File: src/rtl/console_pkg.sv
// Shared constants and state encoding for the text console character writer.
package console_pkg;

    localparam logic [7:0] CC_BS  = 8'h08;
    localparam logic [7:0] CC_LF  = 8'h0A;
    localparam logic [7:0] CC_FF  = 8'h0C;
    localparam logic [7:0] CC_CR  = 8'h0D;
    localparam logic [7:0] CC_ESC = 8'h1B;

    localparam logic [7:0] PRINT_MIN = 8'h20;
    localparam logic [7:0] PRINT_MAX = 8'h7E;

    typedef enum logic [1:0] {
        ST_IDLE  = 2'd0,
        ST_ESC_X = 2'd1,
        ST_ESC_Y = 2'd2,
        ST_CLEAR = 2'd3
    } state_e;

endpackage

File: src/rtl/text_console.sv
// Byte-stream console: tracks a cursor, decodes control codes and drives the
// write-only character port of the on-screen text display.
module text_console
    import console_pkg::*;
#(
    parameter int         COLS       = 32,
    parameter int         ROWS       = 28,
    parameter logic [6:0] CLEAR_CHAR = 7'h20
) (
    input  logic       clk,
    input  logic       resetn,
    input  logic       cmd_valid,
    input  logic [7:0] cmd_data,
    output logic       cmd_ready,
    output logic [4:0] x_wr,
    output logic [4:0] y_wr,
    output logic [6:0] char_wr,
    output logic       we,
    output logic [4:0] cur_x,
    output logic [4:0] cur_y
);

    localparam logic [4:0] XMAX = 5'(COLS - 1);
    localparam logic [4:0] YMAX = 5'(ROWS - 1);

    state_e     state_q, state_d;
    logic [4:0] cx_q, cx_d, cy_q, cy_d;
    logic [4:0] clr_x_q, clr_x_d, clr_y_q, clr_y_d;
    logic       clr_done_q, clr_done_d;
    logic       we_q, we_d;
    logic [4:0] x_wr_q, x_wr_d, y_wr_q, y_wr_d;
    logic [6:0] char_wr_q, char_wr_d;
    logic       accept;

    // Step one cell right, wrapping to the next row and back to the top (no scroll).
    function automatic logic [9:0] advance(input logic [4:0] x, input logic [4:0] y);
        logic [4:0] nx, ny;
        if (x == XMAX) begin
            nx = 5'd0;
            ny = (y == YMAX) ? 5'd0 : y + 5'd1;
        end else begin
            nx = x + 5'd1;
            ny = y;
        end
        return {nx, ny};
    endfunction

    assign cmd_ready = (state_q != ST_CLEAR);
    assign accept    = cmd_valid && cmd_ready;

    always_ff @(posedge clk or negedge resetn) begin
        if (!resetn) begin
            state_q    <= ST_IDLE;
            cx_q       <= '0;
            cy_q       <= '0;
            clr_x_q    <= '0;
            clr_y_q    <= '0;
            clr_done_q <= 1'b0;
            we_q       <= 1'b0;
            x_wr_q     <= '0;
            y_wr_q     <= '0;
            char_wr_q  <= '0;
        end else begin
            state_q    <= state_d;
            cx_q       <= cx_d;
            cy_q       <= cy_d;
            clr_x_q    <= clr_x_d;
            clr_y_q    <= clr_y_d;
            clr_done_q <= clr_done_d;
            we_q       <= we_d;
            x_wr_q     <= x_wr_d;
            y_wr_q     <= y_wr_d;
            char_wr_q  <= char_wr_d;
        end
    end

    always_comb begin
        state_d    = state_q;
        cx_d       = cx_q;
        cy_d       = cy_q;
        clr_x_d    = clr_x_q;
        clr_y_d    = clr_y_q;
        clr_done_d = clr_done_q;
        we_d       = 1'b0;
        x_wr_d     = x_wr_q;
        y_wr_d     = y_wr_q;
        char_wr_d  = char_wr_q;
        case (state_q)
            ST_IDLE: begin
                if (accept) begin
                    if (cmd_data >= PRINT_MIN && cmd_data <= PRINT_MAX) begin
                        we_d         = 1'b1;
                        x_wr_d       = cx_q;
                        y_wr_d       = cy_q;
                        char_wr_d    = cmd_data[6:0];
                        {cx_d, cy_d} = advance(cx_q, cy_q);
                    end else begin
                        case (cmd_data)
                            CC_CR:  cx_d = 5'd0;
                            CC_LF:  {cx_d, cy_d} = advance(XMAX, cy_q);
                            CC_BS: begin
                                if (cx_q != 5'd0) begin
                                    cx_d      = cx_q - 5'd1;
                                    we_d      = 1'b1;
                                    x_wr_d    = cx_q - 5'd1;
                                    y_wr_d    = cy_q;
                                    char_wr_d = CLEAR_CHAR;
                                end
                            end
                            CC_FF: begin
                                // Cell (0,0) is written on entry; the sweep continues from the next cell.
                                state_d            = ST_CLEAR;
                                cx_d               = 5'd0;
                                cy_d               = 5'd0;
                                we_d               = 1'b1;
                                x_wr_d             = 5'd0;
                                y_wr_d             = 5'd0;
                                char_wr_d          = CLEAR_CHAR;
                                {clr_x_d, clr_y_d} = advance(5'd0, 5'd0);
                                clr_done_d         = (COLS * ROWS == 1);
                            end
                            CC_ESC: state_d = ST_ESC_X;
                            default: ;
                        endcase
                    end
                end
            end
            ST_ESC_X: begin
                if (accept) begin
                    cx_d    = (cmd_data > {3'b000, XMAX}) ? XMAX : cmd_data[4:0];
                    state_d = ST_ESC_Y;
                end
            end
            ST_ESC_Y: begin
                if (accept) begin
                    cy_d    = (cmd_data > {3'b000, YMAX}) ? YMAX : cmd_data[4:0];
                    state_d = ST_IDLE;
                end
            end
            ST_CLEAR: begin
                // One quiet cycle after the last cell keeps ready low for exactly COLS*ROWS cycles.
                if (clr_done_q) begin
                    state_d = ST_IDLE;
                end else begin
                    we_d               = 1'b1;
                    x_wr_d             = clr_x_q;
                    y_wr_d             = clr_y_q;
                    char_wr_d          = CLEAR_CHAR;
                    {clr_x_d, clr_y_d} = advance(clr_x_q, clr_y_q);
                    clr_done_d         = (clr_x_q == XMAX) && (clr_y_q == YMAX);
                end
            end
            default: state_d = ST_IDLE;
        endcase
    end

    assign we      = we_q;
    assign x_wr    = x_wr_q;
    assign y_wr    = y_wr_q;
    assign char_wr = char_wr_q;
    assign cur_x   = cx_q;
    assign cur_y   = cy_q;

endmodule

File: config.mk
export PLATFORM = sky130hd
export DESIGN_NAME = text_console
export DESIGN_NICKNAME = d
export VERILOG_FILES = /design/src/rtl/console_pkg.sv /design/src/rtl/text_console.sv
export SDC_FILE = /design/constraint.sdc
export NUM_CORES = 1
export LEC_CHECK = 0
export CAP_MARGIN = 10
export CORE_MARGIN = 1
export CORE_UTILIZATION = 40
export DETAILED_ROUTE_END_ITERATION = 12
export PLACE_DENSITY = 0.73
export SYNTH_ARGS = -nofsm -noshare
export SYNTH_HDL_FRONTEND = slang
export SYNTH_SLANG_ARGS = --single-unit
File: constraint.sdc
create_clock -name clk -period 4.2 [get_ports clk]
set_input_delay 0.63 -clock clk [delete_from_list [all_inputs] [get_ports clk]]
set_output_delay 0.63 -clock clk [all_outputs]
set_load 0.02 [all_outputs]
* Yosys cells after proc, flatten, opt, wreduce, memory -nomap -nowiden
Index checks and enable logic that the tools add are counted.
** Operators by class
- $add $sub $neg :: 5
- $lt $le $gt $ge :: 4
- Equality and inequality tests :: 27
- Muxes and demuxes :: 64
- Reduce and logical (&&, ||, !) cells :: 16
** Operators with widths (count)
- $mux 5 :: 30
- $pmux 5 s2 :: 10
- $eq 8x4->1 const B :: 4
- $mux 7 :: 4
- $pmux 7 s2 :: 2
- $add 5x1->5 const B :: 4
- $eq 5x5->1 const B :: 4
- $reduce_and 5->1 :: 4
- $gt 8x5->1 const B :: 2
- $ne 2x2->1 const B :: 8
- $reduce_and 6->1 :: 2
- $mux 2 :: 5
- $eq 8x5->1 const B :: 1
- $ge 8x6->1 const B :: 1
- $le 8x7->1 const B :: 1
- $mux 1 :: 8
- $ne 4x2->1 const B :: 2
- $pmux 2 s4 :: 1
- $pmux 1 s2 :: 3
- $reduce_bool 2->1 :: 3
- $reduce_bool 5->1 :: 1
- $sub 5x1->5 const B :: 1
- $eq 2x2->1 const B :: 2
- $ne 4x3->1 const B :: 1
- other kinds (10) :: 12
** Word-level totals
- Register bits after elaboration :: 41
- Output and inout port bits :: 29

* Depth between registers and ports, before layout
- Depth after elaboration :: 6
- Mapped depth :: 9

* Least setup slack after synthesis
OpenSTA, ideal clock, no wires.
- Path type :: input-to-reg
- Start :: input port cmd_data[6]
- End :: register cx_q[3] (netlist: cur_x[3])
- Arrival time :: 2.449 ns
- Setup slack :: 1.626 ns
- Stages on the path :: 6
- Cell sequence :: buf_6 -> or4_4 -> buf_6 -> o41a_2 -> a21oi_2 -> mux2_2
** On the way
- Longest elaborated chain between the ends :: 6
- Elaborated cells on any way between the ends :: 18
- Those cells by class :: order compare: 3; eq/ne: 6; mux: 6; reduce/logical: 3
** RTL lines
- start: declaration :: line text_console.sv:13 : input logic [7:0] cmd_data,
- $eq 8x4->1 :: line text_console.sv:98 : case (cmd_data)
- $reduce_or 3->1 (no line)
- $pmux 5 s2 :: line text_console.sv:98
- $mux 5 :: line text_console.sv:91 : if (cmd_data >= PRINT_MIN && cmd_data <= PRINT_MAX) begin
- $mux 5 :: line text_console.sv:90 : if (accept) begin
- $pmux 5 s2 :: line text_console.sv:88 : case (state_q)
- end signal: assignment :: line text_console.sv:54 : cx_q <= '0;
- end signal: assignment :: line text_console.sv:65 : cx_q <= cx_d;
- end: declaration :: line text_console.sv:27 : logic [4:0] cx_q, cx_d, cy_q, cy_d;
Parallel ways exist; a longest one is shown, timed or not. The select of a mux whose other input is x is not followed.
A chain may end at the register's enable or synchronous reset.

* Final worst setup path
- Start :: input port cmd_data[0]
- End :: register y_wr_q[2] (netlist: y_wr[2])
** On the way
- Longest elaborated chain between the ends :: 5
- Elaborated cells on any way between the ends :: 12
- Those cells by class :: order compare: 2; eq/ne: 4; mux: 4; reduce/logical: 2
** RTL lines
- $ge 8x6->1, or another cell as far along :: line text_console.sv:91
- $logic_and 1x1->1 or $pmux 5 s2 (tied branches) :: line text_console.sv:91, text_console.sv:98
- $mux 5 :: line text_console.sv:91
- $mux 5 :: line text_console.sv:90
- $pmux 5 s2 :: line text_console.sv:88
- end signal: assignment :: line text_console.sv:72 : y_wr_q <= y_wr_d;
- end: declaration :: line text_console.sv:31 : logic [4:0] x_wr_q, x_wr_d, y_wr_q, y_wr_d;
Parallel ways exist; a longest one is shown, timed or not. The select of a mux whose other input is x is not followed.

==> results by group <==
Status
  • Run status: completed

Synthesis
  • Top cells by count, synth: dfrtp_1, nand2_1, o21ai_0
  • Synth area leaders: dfrtp_1, nand2_1, ha_1
  • Synthesized Nets: about 340
  • Synthesized area per cell: ~9 µm²
  • Syn Inst Count: between 300 and 400
  • Post-synthesis sequential area ratio: between 30% and 40%
  • Cell area after synthesis: 0.002839 mm²
  • Most frequently used flop master after synthesis: dfrtp_1
  • Post-synth EDFFs: 0
  • Unique masters post-synth: 69
  • Yosys Warn Count: 0
  • Yosys reg bits: around 40
  • FFs w/ async S/R, synth: 100.0%
  • Share of the synthesized area in the top cell type: 36.14%
  • Synth area leader: dfrtp_1
  • Most frequent cell after synthesis: dfrtp_1

Clock network
  • Hold_buf cts: 0
  • CTS H-tree lvls: 2
  • Clk root buf: clkbuf_8
  • Setup bufs post-CTS: 0
  • Max Buffers Root-to-Sink: 2
  • Clk slew on worst S/H paths: roughly 0.080 ns
  • TritonCTS clock tree: yes
  • Later-pin clock latency in the skew report: around 0.30 ns
  • Num CTS Buffers: 5
  • Sink Count: 41
  • Post-cts sizing count: 0

Worst setup path
  • Setup CP Type: primary input to flop
  • CP Cell Sequence: clkdlybuf4s50_1 > nor4_1 > o2111ai_1 > a21oi_1 > o21a_1 > mux2_2
  • CP endpoint kind: flop
  • Crit path max-delay cell type: o21a_1
  • Startpoint Class: primary input
  • CP delay by family, top: compound AO/OA/AOI/OAI gates
  • CP Buf/Inv Count: 1
  • Max FO, Critical Path: 17
  • Critical Path RT: between 4 and 5 ns
  • CP max stage delay: 0.72 ns
  • Arr. time, crit path: about 3.3 ns

Layout
  • Area Overhead vs Synth: 19.74%
  • Net count, final: ~370
  • Final instance area: 0.003400 mm²
  • Proportion of layout cells with a drive suffix above 1: a little over a tenth
  • Inserted Diodes: 0

Die
  • Die area: 0.007438 mm²
  • Chip Width: about 86 µm
  • I/O pins: 40
  • Num rows: 30
  • Starting Density: 41.56%
  • DIE HEIGHT: 86.25 µm
  • Core ar.: about 0.0068 mm²

Flow run
  • Max Cap Violations: 0

GRT
  • Largest net degree at the start of global routing: 42
  • GRT Util Overall: 20.42%
  • GRT overflow: 0
  • Vias in the first global route: 2,418
  • First-pass GRT wire length: 11,880 µm
  • Initial antenna violation count: 0

STA
  • Post-route minimum period: 3.078 ns
  • Worst-margin pin slew: 0.9109 ns
  • Final setup fails: 0
  • Final setup TNS: 0 ns
  • Max_slew headroom: between 30 and 40%
  • Max Slew Vio Count: 0
  • Period utilization: 73.28%
  • Final hold violations: 0
  • Setup Skew: 0.004727 ns
  • RSZ-0062 raised after global routing: false
  • Fmax: about 0.32 GHz

Power
  • Max VDD drop: 0.2594 mV
  • Static Leakage: about 1.4 nW
  • PD cells: roughly 670 mW/mm²

Drt
  • Final antenna-violating net count: 0
  • Via/cell ratio: 5.980
  • Remaining DRCs: 0
  • DRT Pass-1 Iters: 5
  • WL per Instance: ~17 µm
  • Routed wire length: 7296 µm
  • Via count: between 2,000 and 3,000
  • Starting DRT DRC Count: roughly 190

Placed design
  • Placed cell area: 0.003262 mm²
  • RD Place Congestion: between 0.8 and 0.9
  • HPWL Detailed: ~5200 µm
  • Port Buffers: 39

Min path
  • Type of the most critical hold path: primary input to async pin
-- state kept, by name, indices dropped and copies added (netlist names) --
register	flops
we	1
y_wr	5
clr_done_q	1
clr_y_q	5
cur_y	5
cur_x	5
x_wr	5
state_q	2
char_wr	7
clr_x_q	5
-- path summary, 6_finish.rpt --
check,start,to,slack (ns),cells after the start
worst max-delay path,cmd_data[0],y_wr[2],1.12,6
worst min-delay path,resetn,cur_y[2],0.46,1
worst max register to register,cur_x[0],y_wr[2],1.33,7
worst min register to register,y_wr[0],y_wr[0],0.51,1
max in group asynchronous,resetn,clr_x_q[4],3.17,1
min in group clk,y_wr[0],y_wr[0],0.51,1
-- final cells by class --
cell class              count  area [µm²]
multi-input cells         240        1655
repair buffers             41       400.4
fillers                   672        3432
inverters                  16       60.06
clock inverters             3       68.82
flip-flops and latches     41        1026
well taps                  96       120.1
clock buffers               5       68.82
-- through the flow --
step	hold slack (ns)	setup slack [ns]	std cells	power, mW	utilization (%)
finish	0.4557	1.122	442	2.263	49.76
global route	0.5389	0.9190	442	2.406	49.76
CTS	0.4937	1.161	442	2.267	49.76
detailed placement	0.4969	0.8362	434	1.871	47.75
global placement	0.4893	0.9201	434	1.853	47.75
floorplan	0.3344	1.626	315	1.466	-
-- where the power goes --
| part | internal, mW | total [mW] | leakage, nW | switching (mW) |
|---|---|---|---|---|
| Combinational | 0.569 | 1.18 | 0.779 | 0.612 |
| Clock | 0.239 | 0.388 | 0.0687 | 0.148 |
| Sequential | 0.528 | 0.694 | 0.510 | 0.166 |
| Total | 1.34 | 2.26 | 1.36 | 0.926 |
-- worst register-to-register path, cell delays in order (launching register included) --
cell and delay (ns):
dfrtp_1 0.53, inv_1 0.15, ha_1 0.28, or4b_1 0.24
o2111ai_1 0.12, a21oi_1 0.30, o21a_1 0.72, mux2_2 0.42
-- per-layer routing --
metal / share of wire (%) / global-route usage [%]
met1: 44 / 26.22
met3: 7.1 / 4.286
met4: 1.9 / 7.879
met5: 0 / 0
met2: 47 / 33.77
-- placed cells by master (no fill, tap or decap), types with 4 or more instances in the layout --
cell type,n
a21oi_1,12
a2bb2oi_1,5
a31oi_1,9
clkbuf_8,5
clkdlybuf4s50_1,38
dfrtp_1,41
ha_1,11
inv_1,15
mux2_2,11
mux2i_1,10
nand2_1,40
nand2b_1,8
nand3_1,10
nand4_1,4
nor2_1,9
nor3_1,6
nor3b_1,4
nor4_1,4
o21ai_0,22
o22ai_1,6
-- kinds of logic after synthesis --
logic type	share of synthesized area, %
AOI/OAI and AO/OA	22.30
xor gates and xnor gates	1.234
buffers and inverters	5.553
DFF	36.14
muxes	7.889
and+or+nand+nor	22.04
adders and majority gates	4.848
Power figures use the tool's default switching activity.
